File: config.mk
export PLATFORM = sky130hd
export DESIGN_NAME = ysyx_23060187_lsu
export DESIGN_NICKNAME = d
export VERILOG_FILES = /design/src/rtl/ysyx_23060187_lsu.sv
export SDC_FILE = /design/constraint.sdc
export NUM_CORES = 1
export LEC_CHECK = 0
export BUFFER_PORTS_ARGS = -buffer_cell sky130_fd_sc_hd__buf_4
export CAP_MARGIN = 20
export CORE_MARGIN = 10
export CORE_UTILIZATION = 45
export DETAILED_ROUTE_END_ITERATION = 12
export PLACE_DENSITY = 0.74
export SYNTH_ARGS = -nofsm -noshare
export SYNTH_HDL_FRONTEND = slang
export SYNTH_SLANG_ARGS = --single-unit
File: constraint.sdc
create_clock -name clk -period 4.15 [get_ports clk]
set_clock_uncertainty 0.2 [all_clocks]
set_input_delay 0.83 -clock clk [delete_from_list [all_inputs] [get_ports clk]]
set_output_delay 0.83 -clock clk [all_outputs]
set_load 0.05 [all_outputs]
File: src/rtl/ysyx_23060187_lsu.sv
// ---------------------------------------------------------------------------
// ysyx_23060187_lsu
//
// Load/store unit placed directly after the execute-stage ALU. It takes the
// ALU result as an effective address, performs one aligned 32-bit access on
// a request/acknowledge memory port, and returns extended load data (or a
// store completion) to write-back. Misaligned accesses, illegal sizes and
// bus timeouts are reported through out_err instead of trapping.
//
// Ports
//   clk, rst        clock, asynchronous active-high reset
//   in_valid/ready  EXU handshake; in_ready high only in IDLE
//   in_addr         effective address
//   in_wdata        store data, right-aligned
//   in_wen          1 = store, 0 = load
//   in_size         0 byte, 1 half, 2 word, 3 illegal
//   in_unsigned     zero-extend loads
//   in_rd           destination tag, passed through to out_rd
//   mem_req         bus request, held until ack or timeout
//   mem_we          write enable
//   mem_addr        word-aligned address
//   mem_wdata       lane-replicated store data
//   mem_wmask       byte enables (all zero for loads)
//   mem_rdata       read data, valid with mem_ack
//   mem_ack         transfer complete (may coincide with mem_req)
//   out_valid/ready WBU handshake
//   out_data        extended load data; 0 for stores and errors
//   out_rd          captured in_rd
//   out_err         0 ok, 1 misaligned, 2 timeout, 3 illegal size
// ---------------------------------------------------------------------------
module ysyx_23060187_lsu #(
  parameter int unsigned TIMEOUT = 255
) (
  input  logic        clk,
  input  logic        rst,
  input  logic        in_valid,
  output logic        in_ready,
  input  logic [31:0] in_addr,
  input  logic [31:0] in_wdata,
  input  logic        in_wen,
  input  logic [1:0]  in_size,
  input  logic        in_unsigned,
  input  logic [4:0]  in_rd,
  output logic        mem_req,
  output logic        mem_we,
  output logic [31:0] mem_addr,
  output logic [31:0] mem_wdata,
  output logic [3:0]  mem_wmask,
  input  logic [31:0] mem_rdata,
  input  logic        mem_ack,
  output logic        out_valid,
  input  logic        out_ready,
  output logic [31:0] out_data,
  output logic [4:0]  out_rd,
  output logic [1:0]  out_err
);

  localparam logic [1:0] S_IDLE = 2'd0;
  localparam logic [1:0] S_REQ  = 2'd1;
  localparam logic [1:0] S_RESP = 2'd2;

  localparam logic [1:0] ERR_OK    = 2'd0;
  localparam logic [1:0] ERR_ALIGN = 2'd1;
  localparam logic [1:0] ERR_TMO   = 2'd2;
  localparam logic [1:0] ERR_SIZE  = 2'd3;

  // Wait counter compares against the last legal cycle index, so mem_req
  // stays up for exactly TIMEOUT cycles before the abort.
  localparam logic [7:0] CNT_LAST = 8'(TIMEOUT - 32'd1);

  // Replicate the right-aligned store data across every lane it may target.
  function automatic logic [31:0] store_lanes(input logic [1:0] size,
                                              input logic [31:0] wdata);
    logic [31:0] res;
    case (size)
      2'd0:    res = {4{wdata[7:0]}};
      2'd1:    res = {2{wdata[15:0]}};
      default: res = wdata;
    endcase
    return res;
  endfunction

  // Byte enables for a store of the given size at byte offset k.
  function automatic logic [3:0] store_mask(input logic [1:0] size,
                                            input logic [1:0] k);
    logic [3:0] res;
    case (size)
      2'd0:    res = 4'b0001 << k;
      2'd1:    res = 4'b0011 << k;
      2'd2:    res = 4'b1111;
      default: res = 4'b0000;
    endcase
    return res;
  endfunction

  // Shift the addressed bytes down and sign/zero-extend to 32 bits.
  function automatic logic [31:0] load_extend(input logic [1:0]  size,
                                              input logic        uns,
                                              input logic [1:0]  k,
                                              input logic [31:0] rdata);
    logic [31:0] sh;
    logic [31:0] res;
    sh = rdata >> {k, 3'b000};
    case (size)
      2'd0: begin
        if (uns) res = {24'h000000, sh[7:0]};
        else     res = {{24{sh[7]}}, sh[7:0]};
      end
      2'd1: begin
        if (uns) res = {16'h0000, sh[15:0]};
        else     res = {{16{sh[15]}}, sh[15:0]};
      end
      default: res = rdata;
    endcase
    return res;
  endfunction

  logic [1:0]  state_r;
  logic [7:0]  cnt_r;
  logic [1:0]  size_r;
  logic [1:0]  k_r;
  logic        uns_r;
  logic        wen_r;
  logic        in_ready_r;
  logic        mem_req_r;
  logic        mem_we_r;
  logic [31:0] mem_addr_r;
  logic [31:0] mem_wdata_r;
  logic [3:0]  mem_wmask_r;
  logic        out_valid_r;
  logic [31:0] out_data_r;
  logic [4:0]  out_rd_r;
  logic [1:0]  out_err_r;

  logic [1:0]  acc_err_s;
  logic [3:0]  acc_mask_s;
  logic [31:0] acc_wdata_s;
  logic [31:0] ld_data_s;

  // Classify the incoming access and precompute its bus lanes.
  always_comb begin
    acc_err_s   = ERR_OK;
    acc_mask_s  = store_mask(in_size, in_addr[1:0]);
    acc_wdata_s = store_lanes(in_size, in_wdata);
    if (in_size == 2'd3) begin
      acc_err_s = ERR_SIZE;
    end else if ((in_size == 2'd1 && in_addr[0]) ||
                 (in_size == 2'd2 && in_addr[1:0] != 2'b00)) begin
      acc_err_s = ERR_ALIGN;
    end else begin
      acc_err_s = ERR_OK;
    end
  end

  // Extract and extend the returned read data for the registered access.
  always_comb begin
    ld_data_s = load_extend(size_r, uns_r, k_r, mem_rdata);
  end

  // Main FSM: IDLE accepts, REQ runs the bus cycle, RESP holds the result.
  always_ff @(posedge clk or posedge rst) begin
    if (rst) begin
      state_r     <= S_IDLE;
      cnt_r       <= 8'd0;
      size_r      <= 2'd0;
      k_r         <= 2'd0;
      uns_r       <= 1'b0;
      wen_r       <= 1'b0;
      in_ready_r  <= 1'b1;
      mem_req_r   <= 1'b0;
      mem_we_r    <= 1'b0;
      mem_addr_r  <= 32'h0000_0000;
      mem_wdata_r <= 32'h0000_0000;
      mem_wmask_r <= 4'b0000;
      out_valid_r <= 1'b0;
      out_data_r  <= 32'h0000_0000;
      out_rd_r    <= 5'd0;
      out_err_r   <= ERR_OK;
    end else begin
      case (state_r)
        S_IDLE: begin
          if (in_valid) begin
            size_r      <= in_size;
            k_r         <= in_addr[1:0];
            uns_r       <= in_unsigned;
            wen_r       <= in_wen;
            cnt_r       <= 8'd0;
            in_ready_r  <= 1'b0;
            mem_addr_r  <= {in_addr[31:2], 2'b00};
            mem_wdata_r <= acc_wdata_s;
            out_rd_r    <= in_rd;
            out_data_r  <= 32'h0000_0000;
            out_err_r   <= acc_err_s;
            if (acc_err_s != ERR_OK) begin
              // Faulty accesses never reach the bus.
              state_r     <= S_RESP;
              out_valid_r <= 1'b1;
              mem_we_r    <= 1'b0;
              mem_wmask_r <= 4'b0000;
            end else begin
              state_r     <= S_REQ;
              mem_req_r   <= 1'b1;
              mem_we_r    <= in_wen;
              mem_wmask_r <= in_wen ? acc_mask_s : 4'b0000;
            end
          end
        end
        S_REQ: begin
          if (mem_ack) begin
            state_r     <= S_RESP;
            mem_req_r   <= 1'b0;
            mem_we_r    <= 1'b0;
            mem_wmask_r <= 4'b0000;
            out_valid_r <= 1'b1;
            out_err_r   <= ERR_OK;
            out_data_r  <= wen_r ? 32'h0000_0000 : ld_data_s;
          end else if (cnt_r == CNT_LAST) begin
            state_r     <= S_RESP;
            mem_req_r   <= 1'b0;
            mem_we_r    <= 1'b0;
            mem_wmask_r <= 4'b0000;
            out_valid_r <= 1'b1;
            out_err_r   <= ERR_TMO;
            out_data_r  <= 32'h0000_0000;
          end else begin
            cnt_r <= cnt_r + 8'd1;
          end
        end
        S_RESP: begin
          if (out_ready) begin
            state_r     <= S_IDLE;
            out_valid_r <= 1'b0;
            in_ready_r  <= 1'b1;
          end
        end
        default: begin
          state_r     <= S_IDLE;
          in_ready_r  <= 1'b1;
          mem_req_r   <= 1'b0;
          mem_we_r    <= 1'b0;
          mem_wmask_r <= 4'b0000;
          out_valid_r <= 1'b0;
        end
      endcase
    end
  end

  assign in_ready  = in_ready_r;
  assign mem_req   = mem_req_r;
  assign mem_we    = mem_we_r;
  assign mem_addr  = mem_addr_r;
  assign mem_wdata = mem_wdata_r;
  assign mem_wmask = mem_wmask_r;
  assign out_valid = out_valid_r;
  assign out_data  = out_data_r;
  assign out_rd    = out_rd_r;
  assign out_err   = out_err_r;

endmodule

==> flow_summary_export.csv, run 1 <==
group,metric,value,unit
cells_and_area,final_common_cell,"buf_4",
routing,vias_per_cell,5.35,
yosys,synth_cell_types,57,
power,vdd_ir_drop_max,0.000649,V
yosys,netlist_area,0.00584,mm2
setup_path,path_class,"reg2reg",
routing,dr_wl_met2,8.68,mm
cells_and_area,layoutNonFillerInstCount,992,
flow_run,cap_violations,0,
cells_and_area,fin_area,0.00812,mm2
yosys,netlist_instances,607,
clocking,root_buffer,"clkbuf_16",
placement,gp_congestion,0.882,
timing,setup_tns,0,ns
yosys,seq_area_frac_synth,53.6,%
clocking,numCtsBuffers,17,
die,placementRows,41,
cells_and_area,area_delta_synth_final,39.0,%
setup_path,worstPathRequired,4.30,ns
clocking,htreeDepth,4,
timing,period_minus_slack,2.56,ns
hold_path,hold_path.class,"reg2reg",
yosys,ys.warnings.count,0,
placement,dp_cells,960,
setup_path,critPathCaptureType,"flop",
routing,drt_wl_total,18.9,mm
timing,timing.hold.ws,0.274,ns
clocking,cts_resized,0,
power,power_density,860,mW/mm2
routing,drc,0,
yosys,syn_area_per_cell,9.63,um2
cells_and_area,antenna_cells,0,
yosys,synth_edf_count,0,
die,io_pins,221,
yosys,async_reset_ff_share,100,%
cells_and_area,layout_common_cells,"220 x buf_4, 171 x nand2_1, 124 x dfrtp_1, 39 x o21ai_0, 38 x nor2_1",
cells_and_area,layout.nets,919,
placement,dp_hpwl,14.3,mm
timing,drv_slew,0,
die,die-area,0.0179,mm2
placement,io_buffers,218,
routing,drtIter0Drc,416,
routing,ant_nets,0,
grt,grt-ovfl-total,0,
yosys,synthMuxAreaShare,6.45,%
cells_and_area,drive_gt1_share,33.0,%
yosys,synthAdderAreaFrac,0.428,%
routing,top_layer_used,"met4",
grt,antenna_found_initial,0,
timing,relSlewSlack,39.3,%
timing,fin_crit_sh,61.7,%
power,internal_power,3.66,mW
grt,track_usage,21.1,%
timing,hold_viol,0,
clocking,cts_tree,"yes",
routing,dr.pass1.iters,5,
power,switching_share,47.6,%
routing,wl_met1,7.30,mm
die,die_h,134,um
power,seq_power_share,29.7,%
clocking,clock-sinks,125,
timing,tightest_slew,0.910,ns
power,switchingPower,3.33,mW
clocking,clkLatencyLatePin,0.41,ns
grt,grt_pass1_vias,5605,
clocking,cts_setup_buffers,0,
timing,rsz0062_at_grt,"false",
yosys,synth_top_family_by_area,"simple AND/OR/NAND/NOR gates",
power,power.leakage,4.13,nW
timing,clock.fmax,391,MHz
power,power,6.99,mW
routing,vias,5306,
cells_and_area,regArea,0.00313,mm2
power,combPwrFrac,49.4,%
placement,post_dp_cell_area,0.00754,mm2
grt,grt_pass1_wl,30.2,mm
timing,fin_ws,1.59,ns
setup_path,path_max_fanout,19,
clocking,holdBufCountCts,0,
yosys,synth_ff_type,"dfrtp_1",
setup_path,startpoint_type,"flop",
yosys,yosys_register_bits,125,
cells_and_area,multi_input_area,0.00246,mm2
run_status,status,"complete, no violations",
die,die_w,134,um
cells_and_area,fill_cells,1020,
placement,place_ws,1.44,ns
yosys,synth_compound_area_share,15.5,%
die,core_area,0.0127,mm2
setup_path,arrival,2.70,ns
yosys,synthXorXnorAreaFrac,0.300,%
cells_and_area,post-route-util,64.1,%
clocking,cts.reportedPaths.clkPinSlew,0.05,ns
die,start_util,46.1,%
routing,met3_length,2.47,mm
timing,setup_viol,0,
routing,wire_per_inst,19.0,um
setup_path,r2r_setup_slack,1.59,ns
power,clockPowerShare,20.9,%
clocking,ctsLongestPathBuffers,2,
yosys,yosys.area_share.simple,19.2,%
grt,grt_max_degree,89,
==> final cells by class <==
class | instances | area share, %
Clock buffer | 25 | 6.10
Clock inverter | 7 | 1.05
Inverter | 10 | 0.508
Multi-Input combinational cell | 431 | 30.3
Sequential cell | 125 | 38.5
Tap cell | 172 | 2.65
Timing Repair Buffer | 222 | 20.8
==> power by group through the flow <==
stage | Clock (mW) | Sequential [mW] | Combinational [mW]
final | 1.46 | 2.08 | 3.45
after detailed placement | 0 | 2.08 | 3.48
after floorplan | 0 | 3.46 | 0.961
after CTS | 1.48 | 2.08 | 3.48
after global placement | 0 | 2.06 | 3.41
after global routing | 1.54 | 2.15 | 3.67
==> cells by family (layout without fill, tap and decap cells) <==
group | count (synthesis) | after routing
compound gates | 132 | 132
simple gates | 257 | 257
other cells | 1 | 2
fa+ha+maj | 2 | 2
flops | 125 | 125
xor+xnor | 2 | 2
mux | 36 | 36
buf+inv | 52 | 264
==> cell usage after synthesis (4+ instances only) <==
master | number | share of area [%]
nor2b_1 | 5 | 0.54
a21oi_1 | 35 | 3.0
a22oi_1 | 5 | 0.64
a221o_1 | 14 | 2.4
nand2_1 | 172 | 11
nor2_1 | 38 | 2.4
and2_1 | 5 | 0.54
mux2i_1 | 32 | 5.5
inv_1 | 10 | 0.64
a221o_2 | 4 | 0.77
o2bb2ai_1 | 9 | 1.3
o21ai_0 | 39 | 3.3
clkbuf_1 | 28 | 1.8
nand4_1 | 8 | 0.86
nand2b_1 | 6 | 0.64
buf_2 | 4 | 0.34
a22o_1 | 4 | 0.60
dfrtp_1 | 124 | 53
or3_1 | 4 | 0.43
buf_6 | 4 | 0.77
==> per-layer routing <==
| metal | track usage (%) | vias up |
|---|---|---|
| li1 | - | 2494 |
| met1 | 24.2 | 2514 |
| met2 | 32.2 | 267 |
| met3 | 11.4 | 31 |
| met4 | 8.65 | 0 |
| met5 | 0 | - |
==> worst max-delay path, cell delays in order (launching register included) <==
cell       delay, ns
dfrtp_1         0.69
nor2b_1         0.53
a2bb2oi_1       0.20
a211oi_4        0.65
a221o_2         0.22
==> registers in the layout (all words and copies together), names as in the netlist, 4 cells and up <==
register and flops:
mem_wdata 32, cnt_r 8, out_data 32, mem_addr 30
out_rd 5, mem_wmask 4
==> path summary, 6_finish.rpt <==
kind / startpoint / end / cells after the start
max in group asynchronous: rst / mem_wdata[6]$_DFFE_PP0P_ / 3
max reg2reg: k_r[0]$_DFFE_PP0P_ / out_data[30]$_DFFE_PP0P_ / 4
max: k_r[0]$_DFFE_PP0P_ / out_data[30]$_DFFE_PP0P_ / 4
min: mem_addr[10]$_DFFE_PP0P_ / mem_addr[10]$_DFFE_PP0P_ / 2
min reg2reg: mem_addr[10]$_DFFE_PP0P_ / mem_addr[10]$_DFFE_PP0P_ / 2
min in group asynchronous: rst / mem_addr[20]$_DFFE_PP0P_ / 2
Power figures use the tool's default switching activity.
==> run 2, diff against run 1 <==
CORE_UTILIZATION = 49   (was 45)
PLACE_DENSITY = 0.77   (was 0.74)
clock period = 2.5 ns   (was 4.15 ns; I/O delays follow)
==> flow_summary_export.csv, run 2 (same netlist as run 1, synthesis figures left out) <==
group,metric,value,unit
run_status,status,"complete, no violations",
placement,io_buffers,218,
setup_path,critPathCaptureType,"flop",
power,combPwrFrac,49.9,%
clocking,cts_resized,0,
die,die_h,129,um
grt,antenna_found_initial,0,
clocking,clkLatencyLatePin,0.41,ns
cells_and_area,fill_cells,899,
cells_and_area,post-route-util,71.4,%
timing,period_minus_slack,2.34,ns
clocking,root_buffer,"clkbuf_16",
cells_and_area,regArea,0.00313,mm2
power,internal_power,6.38,mW
timing,hold_viol,0,
hold_path,hold_path.class,"in2async",
placement,gp_congestion,0.991,
power,power.leakage,4.22,nW
power,vdd_ir_drop_max,0.000945,V
flow_run,cap_violations,0,
cells_and_area,multi_input_area,0.00246,mm2
die,die_w,129,um
routing,vias,5350,
setup_path,path_max_fanout,21,
setup_path,arrival,2.43,ns
placement,place_ws,0.112,ns
cells_and_area,antenna_cells,0,
clocking,cts.reportedPaths.clkPinSlew,0.05,ns
die,placementRows,39,
die,core_area,0.0116,mm2
grt,grt_pass1_vias,5510,
setup_path,r2r_setup_slack,0.16,ns
power,clockPowerShare,22.3,%
routing,ant_nets,0,
clocking,htreeDepth,4,
timing,setup_viol,0,
die,die-area,0.0167,mm2
cells_and_area,drive_gt1_share,34.7,%
die,io_pins,221,
routing,drt_wl_total,19.2,mm
grt,grt_max_degree,90,
timing,fin_ws,0.165,ns
setup_path,slowest_delay,0.49,ns
power,power_density,1450,mW/mm2
clocking,cts_tree,"yes",
routing,wire_per_inst,19.6,um
timing,relSlewSlack,50.6,%
setup_path,slowest_stage,"or2_2",
routing,dr.pass1.iters,5,
power,switching_share,46.7,%
cells_and_area,final_common_cell,"buf_4",
timing,drv_slew,0,
cells_and_area,layout.nets,934,
grt,grt_pass1_wl,29.7,mm
clocking,numCtsBuffers,17,
timing,rsz0062_at_grt,"false",
routing,drc,0,
routing,drtIter0Drc,506,
clocking,ctsLongestPathBuffers,2,
clocking,clock-sinks,125,
setup_path,path_cells,"inv_1 > ha_1 > nand3_1 > o211a_4 > or2_2 > a221o_2",
timing,clock.fmax,428,MHz
setup_path,worstPathRequired,2.59,ns
timing,tightest_slew,0.740,ns
routing,vias_per_cell,5.47,
power,switchingPower,5.60,mW
setup_path,path_class,"reg2reg",
timing,fin_crit_sh,93.4,%
grt,grt-ovfl-total,0,
setup_path,startpoint_type,"flop",
placement,dp_hpwl,14.4,mm
cells_and_area,layout_common_cells,"235 x buf_4, 171 x nand2_1, 124 x dfrtp_1, 39 x o21ai_0, 38 x nor2_1",
clocking,cts_setup_buffers,0,
die,start_util,50.5,%
grt,track_usage,22.6,%
clocking,holdBufCountCts,0,
power,seq_power_share,27.8,%
timing,timing.hold.ws,0.0117,ns
timing,setup_tns,0,ns
cells_and_area,area_delta_synth_final,41.3,%
## run 2: cell types whose count changed in the layout (fill, tap and decap cells not counted)
cell,before,now
clkinvlp_4,1,3
buf_4,220,235
or2_2,1,2
or2_1,1,0
clkbuf_1,4,1
bufinv_16,2,5
clkinv_2,5,6
clkbuf_8,4,1
## run 2: stage by stage
stage / cells / power [mW] / instance area [um2]
finish: 978 / 12.0 / 8260
global route: 978 / 12.6 / 8260
CTS: 978 / 12.1 / 8260
detailed placement: 946 / 9.34 / 7620
global placement: 946 / 9.21 / 7620
floorplan: 608 / 7.34 / 5850
## run 2: per-layer routing
layer,global-route usage [%],wire (um),up-vias
met5,0,0,-
met4,8.90,475,0
met3,9.99,2100,39
met2,35.7,8900,252
met1,26.6,7710,2541
li1,-,-,2518
## run 2: worst paths after layout
| check | cells past startpoint | to | startpoint |
|---|---|---|---|
| worst max-delay path | 6 | out_data[29]$_DFFE_PP0P_ | cnt_r[0]$_DFFE_PP0P_ |
| worst min-delay path | 3 | mem_addr[28]$_DFFE_PP0P_ | rst |
| worst max register to register | 6 | out_data[29]$_DFFE_PP0P_ | cnt_r[0]$_DFFE_PP0P_ |
| worst min register to register | 2 | mem_addr[27]$_DFFE_PP0P_ | mem_addr[27]$_DFFE_PP0P_ |
| max in group asynchronous | 3 | out_data[29]$_DFFE_PP0P_ | rst |
| min in group clk | 3 | mem_addr[25]$_DFFE_PP0P_ | in_addr[25] |
## run 2: final cells by class
type                       instances  area share, %
clock buffer                      19           5.36
clock inverter                    13           2.36
inverter                          10          0.500
multi-input combinational        431           29.9
sequential                       125           37.9
tap                              143           2.17
timing repair buffer             237           21.9
## run 2: critical path: cells and delay by family, from the launching register on
| kind | cells | cell delay (ns) |
|---|---|---|
| adders and majority gates | 1 | 0.17 |
| AOI/OAI and AO/OA | 2 | 0.74 |
| DFF | 1 | 0.42 |
| buffers and inverters | 1 | 0.07 |
| and+or+nand+nor | 2 | 0.61 |
## run 2: power groups by stage
stage / Clock (mW) / Sequential [mW] / Combinational [mW]
after floorplan: 0 / 5.75 / 1.59
after global placement: 0 / 3.30 / 5.90
after detailed placement: 0 / 3.33 / 6.01
after CTS: 2.71 / 3.33 / 6.02
after global routing: 2.80 / 3.42 / 6.33
final: 2.67 / 3.33 / 5.98
==> run 3, diff against run 2 <==
PLACE_DENSITY = 0.8   (was 0.77)
SLEW_MARGIN = 30   (was not set)
==> flow_summary_export.csv, run 3 (same netlist as run 1, synthesis figures left out) <==
group,metric,value,unit
die,die_h,129,um
timing,setup_tns,0,ns
cells_and_area,final_common_cell,"buf_4",
setup_path,critPathTopFamily,"simple AND/OR/NAND/NOR gates",
setup_path,startpoint_type,"flop",
timing,timing.hold.ws,0.0292,ns
grt,track_usage,23.1,%
placement,dp_hpwl,14.8,mm
power,power,11.9,mW
cells_and_area,layout_common_cells,"232 x buf_4, 171 x nand2_1, 124 x dfrtp_1, 39 x o21ai_0, 38 x nor2_1",
power,vdd_ir_drop_max,0.00123,V
grt,antenna_found_initial,0,
timing,tightest_slew,0.696,ns
cells_and_area,area_delta_synth_final,40.5,%
clocking,ctsLongestPathBuffers,2,
flow_run,cap_violations,0,
grt,grt_max_degree,126,
die,io_pins,221,
clocking,htreeDepth,4,
timing,period_minus_slack,2.31,ns
setup_path,arrival,2.43,ns
setup_path,critical_path_buf_inv_count,0,
timing,clock.fmax,433,MHz
setup_path,worstRegToRegCells,4,
hold_path,hold_path.class,"in2async",
routing,drc,0,
placement,io_buffers,218,
clocking,cts_resized,0,
die,core_area,0.0116,mm2
cells_and_area,fin_area,0.00821,mm2
timing,relSlewSlack,53.6,%
setup_path,critPathCaptureType,"flop",
power,power.leakage,4.20,nW
timing,rsz0062_at_grt,"false",
grt,grt_pass1_wl,30.4,mm
setup_path,slowest_stage,"or3b_1",
setup_path,worst-path-stages,4,
cells_and_area,antenna_cells,0,
setup_path,slowest_delay,0.53,ns
placement,post_dp_cell_area,0.00760,mm2
power,power_density,1440,mW/mm2
clocking,cts_tree,"yes",
setup_path,path_max_fanout,14,
routing,ant_nets,0,
timing,fin_crit_sh,92.4,%
die,start_util,50.5,%
cells_and_area,drive_gt1_share,34.0,%
die,die_w,129,um
clocking,root_buffer,"clkbuf_16",
grt,grt_pass1_vias,5676,
routing,vias,5407,
clocking,cts.reportedPaths.clkPinSlew,0.05,ns
setup_path,path_cells,"nand4bb_2 > or3_1 > or3b_1 > o221ai_1",
die,placementRows,39,
timing,hold_viol,0,
cells_and_area,layout.nets,931,
die,die-area,0.0167,mm2
routing,wire_per_inst,20.2,um
routing,drt_wl_total,19.7,mm
clocking,clock-sinks,125,
clocking,cts_setup_buffers,0,
timing,drv_slew,0,
setup_path,path_class,"reg2reg",
clocking,numCtsBuffers,17,
routing,drtIter0Drc,376,
run_status,status,"complete, no violations",
routing,dr.pass1.iters,5,
routing,vias_per_cell,5.55,
clocking,holdBufCountCts,0,
placement,gp_congestion,1.02,
timing,setup_viol,0,
clocking,clkLatencyLatePin,0.41,ns
setup_path,worstPathRequired,2.62,ns
grt,grt-ovfl-total,0,
==> run 3: stage by stage <==
stage / instances / setup WS, ns / util [%]
finish: 975 / 0.189 / 71.0
global route: 975 / 0.0815 / 71.0
CTS: 975 / 0.198 / 71.0
detailed placement: 943 / 0.223 / 65.7
global placement: 943 / 0.301 / 65.7
floorplan: 608 / 0.262 / -
==> run 3: layout make-up <==
class | count | area, um2
Sequential cell | 125 | 3130
Tap cell | 143 | 179
Inverter | 10 | 41.3
Clock buffer | 26 | 509
Clock inverter | 6 | 105
Fill cell | 829 | 3350
Timing Repair Buffer | 234 | 1780
Multi-Input combinational cell | 431 | 2460
==> run 3: routing by layer <==
layer  vias up  part of all wire (%)  track usage [%]
met5         -                     0                0
met4         0                   2.6             9.70
met3        39                    11             10.8
met2       253                    47             36.8
met1      2605                    39             26.4
li1       2510                     -                -
==> run 3: path summary, 6_finish.rpt <==
kind                                          start                  endpoint  slack, ns
setup reg to reg             state_r[1]$_DFFE_PP0P_   out_data[8]$_DFFE_PP0P_       0.19
min in group clk                        in_addr[28]  mem_addr[28]$_DFFE_PP0P_       0.07
hold reg to reg            mem_wdata[2]$_DFFE_PP0P_  mem_wdata[2]$_DFFE_PP0P_       0.27
max in group asynchronous                       rst  out_data[26]$_DFFE_PP0P_       1.51
setup / recovery             state_r[1]$_DFFE_PP0P_   out_data[8]$_DFFE_PP0P_       0.19
hold / removal                                  rst  mem_addr[21]$_DFFE_PP0P_       0.03
==> run 3: report_power, final <==
part	switching (mW)	leakage [nW]	internal, mW
Clock	0.852	0.304	1.70
Combinational	4.15	2.31	1.77
Sequential	0.570	1.59	2.81
==> run 3: worst reg2reg max path, cell delays in order (launching register included) <==
cell,delay (ns)
dfrtp_1,0.52
nand4bb_2,0.40
or3_1,0.43
or3b_1,0.53
o221ai_1,0.13
